File: src/rtl/uart_tx_dev_pkg.sv
// uart_tx_dev_pkg: register map, bit positions and FSM encoding shared by the UART transmitter slice.
package uart_tx_dev_pkg;
  localparam logic [1:0] REG_CTRL = 2'd0;
  localparam logic [1:0] REG_STATUS = 2'd1;
  localparam logic [1:0] REG_DATA = 2'd2;
  localparam logic [1:0] REG_DIV = 2'd3;
  localparam int CTRL_EN = 0;
  localparam int CTRL_IE = 1;
  localparam int CTRL_PEN = 2;
  localparam int ST_FULL = 5;
  localparam int ST_EMPTY = 6;
  localparam int ST_BUSY = 7;
  localparam int ST_OVF = 8;
  localparam int ST_DONE = 9;
  localparam int HWINT_IDX = 3;
  typedef enum logic [2:0] {S_IDLE, S_START, S_DATA, S_PARITY, S_STOP} state_t;
endpackage

File: src/rtl/uart_tx_dev_if.sv
// uart_tx_dev_if: bridge device bus toward the UART, plus its interrupt line back to the CPU.
interface uart_tx_dev_if;
  logic [1:0] dev_addr;
  logic we;
  logic [31:0] dev_wd;
  logic [31:0] dev_rd;
  logic irq;
  modport master(output dev_addr, we, dev_wd, input dev_rd, irq);
  modport slave(input dev_addr, we, dev_wd, output dev_rd, irq);
endinterface

File: src/rtl/uart_tx_dev_sync_fifo.sv
// sync_fifo: single-clock FIFO with first-word-fall-through head; full is judged before a same-cycle pop.
module sync_fifo #(
  parameter int DEPTH = 8,
  parameter int W = 8
) (
  input  logic clk,
  input  logic rst,
  input  logic push,
  input  logic [W-1:0] din,
  input  logic pop,
  output logic [W-1:0] dout,
  output logic full,
  output logic empty,
  output logic [$clog2(DEPTH):0] count
);
  localparam int AW = $clog2(DEPTH);
  logic [W-1:0] mem [DEPTH];
  logic [AW-1:0] wp, rp;
  logic do_push, do_pop;
  assign full = count == (AW+1)'(DEPTH);
  assign empty = count == '0;
  assign do_push = push & ~full;
  assign do_pop = pop & ~empty;
  assign dout = mem[rp];
  always_ff @(posedge clk) if (do_push) mem[wp] <= din;
  always_ff @(posedge clk) begin
    if (rst) begin
      wp <= '0;
      rp <= '0;
      count <= '0;
    end else begin
      if (do_push) wp <= wp + 1'b1;
      if (do_pop) rp <= rp + 1'b1;
      count <= count + (AW+1)'(do_push) - (AW+1)'(do_pop);
    end
  end
endmodule

File: src/rtl/uart_tx_dev.sv
// uart_tx_dev: memory-mapped 8N1 transmitter with FIFO and drain interrupt (HWInt 3); UART_PARITY_EN adds even parity.
module uart_tx_dev
  import uart_tx_dev_pkg::*;
#(
  parameter int FIFO_DEPTH = 8,
  parameter logic [15:0] DIV_RST = 16'd16
) (
  input  logic clk,
  input  logic rst,
  uart_tx_dev_if.slave bus,
  output logic txd
);
  localparam int CW = $clog2(FIFO_DEPTH) + 1;
  state_t state, nstate;
  logic en, ie, pen, ovf, done, irq_q, par, pop, done_set, ie_n, done_n, bit_end, unused;
  logic wr_ctrl, wr_stat, wr_data, wr_div, f_full, f_empty;
  logic [CW-1:0] f_count;
  logic [7:0] f_dout, sh;
  logic [15:0] div, div_eff, div_lat, cnt;
  logic [2:0] idx;
  assign wr_ctrl = bus.we && bus.dev_addr == REG_CTRL;
  assign wr_stat = bus.we && bus.dev_addr == REG_STATUS;
  assign wr_data = bus.we && bus.dev_addr == REG_DATA;
  assign wr_div = bus.we && bus.dev_addr == REG_DIV;
  assign div_eff = div == '0 ? 16'd1 : div;
  assign bit_end = cnt == 16'd1;
  assign bus.irq = irq_q;
  assign unused = ^bus.dev_wd[31:16];
  sync_fifo #(.DEPTH(FIFO_DEPTH), .W(8)) u_fifo (
    .clk(clk), .rst(rst), .push(wr_data), .din(bus.dev_wd[7:0]), .pop(pop),
    .dout(f_dout), .full(f_full), .empty(f_empty), .count(f_count)
  );
  assign bus.dev_rd = bus.dev_addr == REG_CTRL ? {29'd0, pen, ie, en} :
                      bus.dev_addr == REG_STATUS ? {22'd0, done, ovf, state != S_IDLE, f_empty, f_full, 5'(f_count)} :
                      bus.dev_addr == REG_DIV ? {16'd0, div} : 32'd0;
`ifdef UART_PARITY_EN
  always_ff @(posedge clk)
    if (rst) pen <= 1'b0;
    else if (wr_ctrl) pen <= bus.dev_wd[CTRL_PEN];
`else
  assign pen = 1'b0;
`endif
  always_comb begin
    nstate = state;
    pop = 1'b0;
    case (state)
      S_IDLE: if (en && !f_empty) begin
        nstate = S_START;
        pop = 1'b1;
      end
      S_START: if (bit_end) nstate = S_DATA;
      S_DATA: if (bit_end && idx == 3'd7) nstate = pen ? S_PARITY : S_STOP;
      S_PARITY: if (bit_end) nstate = S_STOP;
      S_STOP: if (bit_end) begin
        nstate = en && !f_empty ? S_START : S_IDLE;
        pop = en && !f_empty;
      end
      default: nstate = S_IDLE;
    endcase
  end
  // irq tracks the post-edge DONE/IE so a STATUS write drops it on the following cycle
  always_comb begin
    done_set = state == S_STOP && bit_end && f_empty;
    ie_n = wr_ctrl ? bus.dev_wd[CTRL_IE] : ie;
    done_n = done_set | (done & ~wr_stat);
  end
  always_ff @(posedge clk) begin
    if (rst) begin
      state <= S_IDLE;
      en <= 1'b0;
      ie <= 1'b0;
      ovf <= 1'b0;
      done <= 1'b0;
      irq_q <= 1'b0;
      txd <= 1'b1;
      div <= DIV_RST;
      div_lat <= DIV_RST;
      cnt <= '0;
      sh <= '0;
      par <= 1'b0;
      idx <= '0;
    end else begin
      state <= nstate;
      ie <= ie_n;
      done <= done_n;
      irq_q <= done_n & ie_n;
      ovf <= (ovf & ~wr_stat) | (wr_data & f_full);
      if (wr_ctrl) en <= bus.dev_wd[CTRL_EN];
      if (wr_div) div <= bus.dev_wd[15:0];
      if (pop) begin
        sh <= f_dout;
        par <= ^f_dout;
        div_lat <= div_eff;
        cnt <= div_eff;
        idx <= '0;
      end else if (state != S_IDLE) begin
        cnt <= bit_end ? div_lat : cnt - 16'd1;
        if (state == S_DATA && bit_end) begin
          sh <= sh >> 1;
          idx <= idx + 3'd1;
        end
      end
      txd <= state == S_START ? 1'b0 : state == S_DATA ? sh[0] : state == S_PARITY ? par : 1'b1;
    end
  end
endmodule

File: src/flat_wrapper.sv
// flat-port wrapper written by rule: the top's interface ports become plain ports
module uart_tx_dev_flat import uart_tx_dev_pkg::*;
#(
  parameter int FIFO_DEPTH = 8,
  parameter logic [15:0] DIV_RST = 16'd16
)
  (clk, rst, txd, bus_dev_addr, bus_we, bus_dev_wd, bus_dev_rd, bus_irq);
  uart_tx_dev_if bus_i ();
  input  logic clk;
  input  logic rst;
  output logic txd;
  input wire logic [$bits(bus_i.dev_addr)-1:0] bus_dev_addr;
  input wire logic [$bits(bus_i.we)-1:0] bus_we;
  input wire logic [$bits(bus_i.dev_wd)-1:0] bus_dev_wd;
  output wire logic [$bits(bus_i.dev_rd)-1:0] bus_dev_rd;
  output wire logic [$bits(bus_i.irq)-1:0] bus_irq;
  assign bus_i.dev_addr = bus_dev_addr;
  assign bus_i.we = bus_we;
  assign bus_i.dev_wd = bus_dev_wd;
  assign bus_dev_rd = bus_i.dev_rd;
  assign bus_irq = bus_i.irq;
  uart_tx_dev #(.FIFO_DEPTH(FIFO_DEPTH), .DIV_RST(DIV_RST)) u_core (.clk(clk), .rst(rst), .bus(bus_i), .txd(txd));
endmodule
File: config.mk
export PLATFORM = sky130hd
export DESIGN_NAME = uart_tx_dev_flat
export DESIGN_NICKNAME = d
export VERILOG_FILES = /design/src/rtl/uart_tx_dev_pkg.sv /design/src/rtl/uart_tx_dev_if.sv /design/src/rtl/uart_tx_dev_sync_fifo.sv /design/src/rtl/uart_tx_dev.sv /design/src/flat_wrapper.sv
export SDC_FILE = /design/constraint.sdc
export NUM_CORES = 1
export LEC_CHECK = 0
export BUFFER_PORTS_ARGS = -buffer_cell sky130_fd_sc_hd__buf_4
export CAP_MARGIN = 25
export CORE_MARGIN = 1
export CORE_UTILIZATION = 35
export CTS_BUF_LIST = sky130_fd_sc_hd__clkbuf_4 sky130_fd_sc_hd__clkbuf_8
export CTS_CLUSTER_SIZE = 12
export DETAILED_ROUTE_END_ITERATION = 12
export PLACE_DENSITY = 0.48
export SYNTH_ARGS = -nofsm -noshare
export SYNTH_HDL_FRONTEND = slang
export SYNTH_SLANG_ARGS = --single-unit
File: constraint.sdc
create_clock -name clk -period 3.6 [get_ports clk]
set_input_delay 0.18 -clock clk [delete_from_list [all_inputs] [get_ports clk]]
set_output_delay 0.18 -clock clk [all_outputs]
set_load 0.02 [all_outputs]
==> out/qor.csv, run 1 <==
stage,metric,value,unit
power_and_ir_drop,Comb pwr share,17.2,%
detailed_routing,Residual DRC,0,
clock_network,CTS root buf,clkbuf_8,
synth,Post-synth EDFFs,64,
floorplan,Starting Density,36.2,%
setup_path,"Max FO, Critical Path",7,
power_and_ir_drop,power per cell area,471,nW/um^2
timing,Final Max Slew Viols,0,
detailed_routing,drt total wl,15.9,mm
global_routing,initial antenna violation count,0,
run,# Max-Cap Violations,0,
timing,final-report setup violation count,0,
run_status,outcome,"finished, final reports clean",
detailed_routing,antenna-violating nets left,0,
detailed_routing,Via density,5.10,
worst_hold_path,hold depth,4,
timing,maximum clock frequency,370,MHz
global_routing,GR Overflow Total,0,
synth,synthesized flop and latch total,146,
synth,Yosys warnings,0,
clock_network,Post-CTS Resized,0,
clock_network,Sink Count,146,
synth,Mean Syn Cell Area,10.8,sq um
clock_network,Longest Clk Path Bufs,2,
power_and_ir_drop,P_sw,1.14,mW
power_and_ir_drop,Sequential Power Share,49.0,%
floorplan,die width,142,microns
synth,Synth top area share,28.1,%
setup_path,Worst Reg-to-Reg Cells,12,
synth,number of library cell types mapped by synthesis,64,
clock_network,H-tree Lvls,4,
timing,Final Hold Fails,0,
global_routing,largest net degree at the start of global routing,81,
synth,Synth top cells by count,"nand2_1 (100), dfxtp_1 (82), edfxtp_1 (64)",
placed_design,PortBufs,38,
synth,Netlist Area Pre-Place,6830,sq um
setup_path,crit end category,flip-flop,
power_and_ir_drop,P_int,2.57,mW
timing,Worst-Margin Slew,890,ps
placed_design,post-detail-place hpwl,10.9,mm
synth,Synth area leaders,"edfxtp_1 (28%), dfxtp_1 (24%), nand2_1 (5.5%), mux4_2 (4.9%), a21oi_1 (4.0%)",
floorplan,core area,18900,sq um
placed_design,dpl cells,908,
synth,post-synth top area cell,edfxtp_1,
synth,most common cell in the synthesized netlist,nand2_1,
setup_path,critical path required time,3910,ps
power_and_ir_drop,leakage,2.78,nW
synth,Syn Inst Count,635,
detailed_routing,Top Layer Used,met4,
cells_and_area,Layout area overhead,15.4,%
detailed_routing,WL met1,7.59,mm
timing,Clock Skew,8.29,ps
power_and_ir_drop,total power,3.71,mW
synth,"Primary FF master, synth",dfxtp_1,
detailed_routing,initial DRC count,347,
clock_network,clock slew at reported path FFs,90,ps
synth,register area share after synthesis,52.2,%
cells_and_area,# fillers,1857,
global_routing,number of global-route vias before repair,4730,
floorplan,FP Rows,50,
placed_design,routability-driven placement congestion ratio,0.739,
detailed_routing,met3 WL,758,microns
global_routing,GRT Resource Usage Total,16.6,%
setup_path,CP arrival,3010,ps
clock_network,CTS buffer count,17,
clock_network,clock latency on the worst-skew pair,450,ps
power_and_ir_drop,"IR drop worst, VDD",0.215,mV
cells_and_area,share of cells above drive strength 1,16.5,%
floorplan,Die Footprint,20100,sq um
worst_hold_path,worst min-delay path category,input port to flip-flop,
detailed_routing,DR WL met2,7.30,mm
detailed_routing,Vias,4871,
setup_path,type of origin of the critical path,flip-flop,
detailed_routing,WL/cell,16.6,microns
clock_network,CTS tree,built,
timing,Slew headroom,40.7,%
power_and_ir_drop,Sw Ratio,30.7,%
detailed_routing,DRT Pass-1 Iters,4,
power_and_ir_drop,power share of the clock group,33.8,%
floorplan,Die Ht,142,microns
timing,final worst-path cycle share,75.2,%
timing,RSZ-0062 raised after global routing,no,
setup_path,"Worst Path Class, Setup",flip-flop to flip-flop,
cells_and_area,Antenna Cells,0,
synth,"Async S/R FF share, synth",0,%
global_routing,global-route wire length before repair,25.3,mm
floorplan,I/O pin cnt,71,
cells_and_area,post-route non-filler standard cell count,956,
timing,min cycle time layout,2710,ps
timing,post-route setup TNS,0,ps
cells_and_area,nets,732,
worst max-delay path: stages, from the launching register on:
cell,delay [ps]
dfxtp_1,450
ha_1,190
nor4b_4,250
nand3_2,180
o21ai_1,330
and2_1,220
nand2b_1,100
nand2_1,80
ha_1,150
inv_1,50
fa_1,360
xor2_1,140
nor2_1,60
cells in the final DEF (no fill, tap or decap), types with 8 or more instances in the layout:
master / netlist / final
inv_1: 8 / 8
a21oi_1: 54 / 54
mux2i_1: 18 / 18
ha_1: 11 / 11
nor3_1: 11 / 11
clkbuf_8: 0 / 17
and3_1: 9 / 9
nand2_1: 100 / 100
edfxtp_1: 64 / 64
o211ai_1: 9 / 9
xor2_1: 9 / 9
conb_1: 1 / 16
dlygate4sd3_1: 0 / 16
buf_4: 18 / 52
a311oi_1: 10 / 10
o21ai_0: 8 / 8
nor2_1: 54 / 54
xnor2_1: 28 / 28
mux4_2: 15 / 15
nand2b_1: 8 / 8
dfxtp_1: 82 / 82
path summary, 6_finish.rpt:
path	endpoint	startpoint	slack (ps)
setup reg to reg	u_core.u_fifo.count[2]$_SDFF_PP0_	u_core.cnt[0]$_SDFFE_PP0P_	890
hold / removal	u_core.en$_SDFFE_PP0P_	bus_dev_addr[0]	150
setup / recovery	u_core.u_fifo.count[2]$_SDFF_PP0_	u_core.cnt[0]$_SDFFE_PP0P_	890
hold reg to reg	u_core.div_lat[8]$_SDFFE_PP0N_	u_core.div_lat[8]$_SDFFE_PP0N_	460
area by class of cell:
class	instances	area [sq um]	area share [%]
Clock buffer	17	234	2.97
Timing Repair Buffer	69	578	7.33
Sequential cell	146	3560	45.2
Clock inverter	15	158	2.00
Tap cell	260	325	4.13
Inverter	9	33.8	0.429
Multi-Input combinational cell	440	2990	37.9
kinds of logic (layout without fill, tap and decap cells):
logic type               Yosys count  after routing  synth area share, %
multiplexers                      42             42                 10.2
other                              1             16               0.0549
buffers and inverters             64            110                 4.89
AO/OA/AOI/OAI                    113            113                 10.5
adder cells (fa/ha/maj)           12             12                 2.31
AND/OR/NAND/NOR                  219            219                 15.0
XOR/XNOR                          38             38                 4.98
flip-flops                       146            146                 52.2
sequential cells by signal (all words and copies together) (netlist names), named ones only:
signal and cells:
u_core.idx 3, u_core.div_lat 16, u_core.u_fifo.rp 3, u_core.u_fifo.count 4, u_core.u_fifo.mem 64, u_core.par 1
u_core.en 1, u_core.state 3, u_core.sh 8, u_core.done 1, u_core.u_fifo.wp 3, u_core.bus.irq 1
u_core.txd 1, u_core.ovf 1, u_core.cnt 16, u_core.ie 1, u_core.div 16
layer usage:
layer  global-route usage, %  up-vias
met4                    5.94        0
met5                       0        -
met3                    3.75       17
met1                    22.6     2395
met2                    26.0      104
li1                        -     2355
timing repair:
item	4_1_cts	5_1_grt
hold buffers	16	0
setup buffers	0	0
hold endpoints to repair	74	0
per-stage QoR:
stage	instance area, sq um	hold WS (ps)	util [%]	setup slack (ps)
after global placement	7300	434	38.7	917
final	7880	149	41.7	894
after detailed placement	7330	442	38.8	906
after floorplan	6890	279	-	912
after global routing	7880	137	41.7	598
after CTS	7880	112	41.7	864
power by group through the flow:
stage          registers (mW)  clock network [mW]  logic [mW]
5_1_grt                  1.83                1.36       0.704
6_report                 1.82                1.25       0.638
3_5_place_dp             1.86                   0       0.624
4_1_cts                  1.82                1.29       0.641
2_1_floorplan            1.84                   0       0.492
3_3_place_gp             1.86                   0       0.608
Note: power is estimated with default switching activity, not from simulation.
==> run 2: changes to the inputs <==
Clock period 3.6 ns to 2.8 ns, I/O delays scaled along.
==> run 2 against run 1 <==
Sequential share of layout area shrank 0.62 points. Routed wire length down 0.87%. First-iteration DRC count shrank 5.8%. Worst hold slack lost 39 ps. Core utilization is 0.60 points higher. Largest power group unchanged. Highest routed layer unchanged.
==> out/qor.csv, run 2 (synthesis results as in run 1) <==
stage,metric,value,unit,change
run_status,outcome,"finished, final reports clean",,
clock_network,CTS root buf,clkbuf_8,,
global_routing,initial antenna violation count,0,,unchanged
floorplan,Die Footprint,20100,sq um,unchanged
clock_network,Longest Clk Path Bufs,2,,unchanged
floorplan,core area,18900,sq um,unchanged
detailed_routing,antenna-violating nets left,0,,unchanged
clock_network,H-tree Lvls,4,,unchanged
floorplan,I/O pin cnt,71,,unchanged
setup_path,"Max FO, Critical Path",6,,-1
setup_path,critical path required time,3110,ps,-800 ps
clock_network,Sink Count,146,,unchanged
detailed_routing,DRT Pass-1 Iters,5,,+1
power_and_ir_drop,"IR drop worst, VDD",0.305,mV,+42%
worst_hold_path,worst min-delay path category,input port to flip-flop,,
power_and_ir_drop,power per cell area,636,nW/um^2,+35%
clock_network,clock latency on the worst-skew pair,460,ps,about the same
detailed_routing,Vias,4809,,-1.3%
timing,maximum clock frequency,391,MHz,+5.8%
detailed_routing,initial DRC count,327,,-5.8%
cells_and_area,"commonest cells after routing, fill and taps aside","nand2_1 (100), dfxtp_1 (81), edfxtp_1 (64)",,
setup_path,CP peak stage delay,450,ps,about the same
setup_path,type of origin of the critical path,flip-flop,,
cells_and_area,final design area excluding fillers,8000,sq um,+1.4%
clock_network,CTS buffer count,17,,unchanged
timing,Clock Skew,11.6,ps,+3.35 ps
global_routing,largest net degree at the start of global routing,64,,-21%
timing,Slew headroom,49.8,%,+9.1 points
timing,Final Hold Fails,0,,unchanged
placed_design,dpl cells,916,,+0.88%
cells_and_area,nets,740,,+1.1%
cells_and_area,share of cells above drive strength 1,17.5,%,+0.95 points
power_and_ir_drop,leakage,2.83,nW,+1.8%
setup_path,CP max stage cell,or3b_1,,
cells_and_area,post-route non-filler standard cell count,964,,+0.84%
setup_path,CP arrival,2870,ps,-140 ps
cells_and_area,Largest Register,u_core.u_fifo.mem,,
run,# Max-Cap Violations,0,,unchanged
clock_network,CTS tree,built,,
floorplan,Starting Density,36.2,%,unchanged
detailed_routing,Via density,4.99,,-2.1%
clock_network,clock slew at reported path FFs,80,ps,about the same
setup_path,"Worst Path Class, Setup",flip-flop to flip-flop,,
timing,min cycle time layout,2560,ps,-149 ps
cells_and_area,max reg flops,64,,unchanged
timing,final-report setup violation count,0,,unchanged
floorplan,FP Rows,50,,unchanged
floorplan,Die Ht,142,microns,unchanged
setup_path,crit end category,flip-flop,,
detailed_routing,Residual DRC,0,,unchanged
placed_design,Post-DP Area,7370,sq um,+0.55%
timing,RSZ-0062 raised after global routing,no,,
clock_network,Post-CTS Setup Inserts,0,,unchanged
global_routing,number of global-route vias before repair,4834,,+2.2%
floorplan,die width,142,microns,unchanged
cells_and_area,Post-Route Utilization,42.3,%,+0.60 points
detailed_routing,WL/cell,16.3,microns,-1.7%
placed_design,post-detail-place hpwl,10.9,mm,about the same
power_and_ir_drop,total power,5.08,mW,+37%
global_routing,GRT Resource Usage Total,16.8,%,+0.13 points
timing,final worst-path cycle share,91.3,%,+16 points
setup_path,cell chain of the critical path,"inv_1, ha_1, or3b_1, and3_1, and2_1, nand2b_1, nand2_1, ha_1, a21o_1, a21oi_1, xnor2_1, nor2_1",,
global_routing,global-route wire length before repair,25.6,mm,+1.4%
detailed_routing,drt total wl,15.7,mm,-0.87%
timing,Final Max Slew Viols,0,,unchanged
cells_and_area,"commonest non-fill, non-tap cell in the layout",nand2_1,,
timing,post-route setup TNS,0,ps,unchanged
setup_path,most frequent CP cell,ha_1,,
placed_design,routability-driven placement congestion ratio,0.758,,+2.5%
placed_design,PortBufs,38,,unchanged
cells_and_area,Layout area overhead,17.0,%,
timing,Worst-Margin Slew,753,ps,-137 ps
global_routing,GR Overflow Total,0,,unchanged
cells_and_area,Antenna Cells,0,,unchanged
-- run 2: changes by cell type in the layout (fill, tap and decap cells not counted), moves of 2 or more --
cell and change:
clkinvlp_4 +2, clkinv_4 +2, bufinv_16 +5, clkinv_8 -2, inv_8 -5, buf_4 +9
inv_6 -3
-- run 2: layout make-up --
class / instances / area [sq um]
Fill cell: 1857 / 10900
Sequential cell: 146 / 3560
Multi-Input combinational cell: 440 / 2990
Timing Repair Buffer: 77 / 618
Tap cell: 260 / 325
Clock buffer: 17 / 234
Clock inverter: 15 / 229
Inverter: 9 / 33.8
-- run 2: power breakdown --
| group | switching (mW) | internal (mW) | total, mW |
|---|---|---|---|
| clock network | 0.847 | 1.07 | 1.92 |
| logic | 0.462 | 0.364 | 0.826 |
| registers | 0.0645 | 2.28 | 2.34 |
-- run 2: path summary, 6_finish.rpt --
check | slack (ps) | start | end | depth (start not counted)
hold / removal | 110 | bus_dev_addr[0] | u_core.en$_SDFFE_PP0P_ | 4
hold reg to reg | 460 | u_core.div_lat[8]$_SDFFE_PP0N_ | u_core.div_lat[8]$_SDFFE_PP0N_ | 2
setup / recovery | 240 | u_core.u_fifo.count[2]$_SDFF_PP0_ | u_core.u_fifo.count[3]$_SDFF_PP0_ | 12
setup reg to reg | 240 | u_core.u_fifo.count[2]$_SDFF_PP0_ | u_core.u_fifo.count[3]$_SDFF_PP0_ | 12
-- run 2: metrics by stage --
step,worst slack [ps],hold slack [ps]
finish,243,110
global route,12.9,124
CTS,213,73.2
detailed placement,250,401
global placement,288,393
floorplan,112,239
-- run 2: timing repair --
| action | CTS | global route |
|---|---|---|
| hold buffers | 16 | 0 |
| endpoints found under the hold margin | 81 | 0 |
| resized for setup | 0 | 1 |
| setup endpoints to repair | 0 | 1 |
-- run 2: metal layers --
layer  share of wire (%)  vias to the layer above  global-route usage, %
met1                  50                     2341                   23.2
met2                  45                       90                   26.4
met3                 3.5                       16                   3.41
li1                    -                     2362                      -
met4                 1.2                        0                   5.09
met5                   0                        -                      0
-- run 2: worst max-delay path: cells and delay by family (launching register included) --
kind / cells / cell delay (ps)
compound gates: 2 / 340
buf+inv: 1 / 100
xor+xnor: 1 / 150
simple gates: 6 / 1170
flops: 1 / 320
fa+ha+maj: 2 / 340
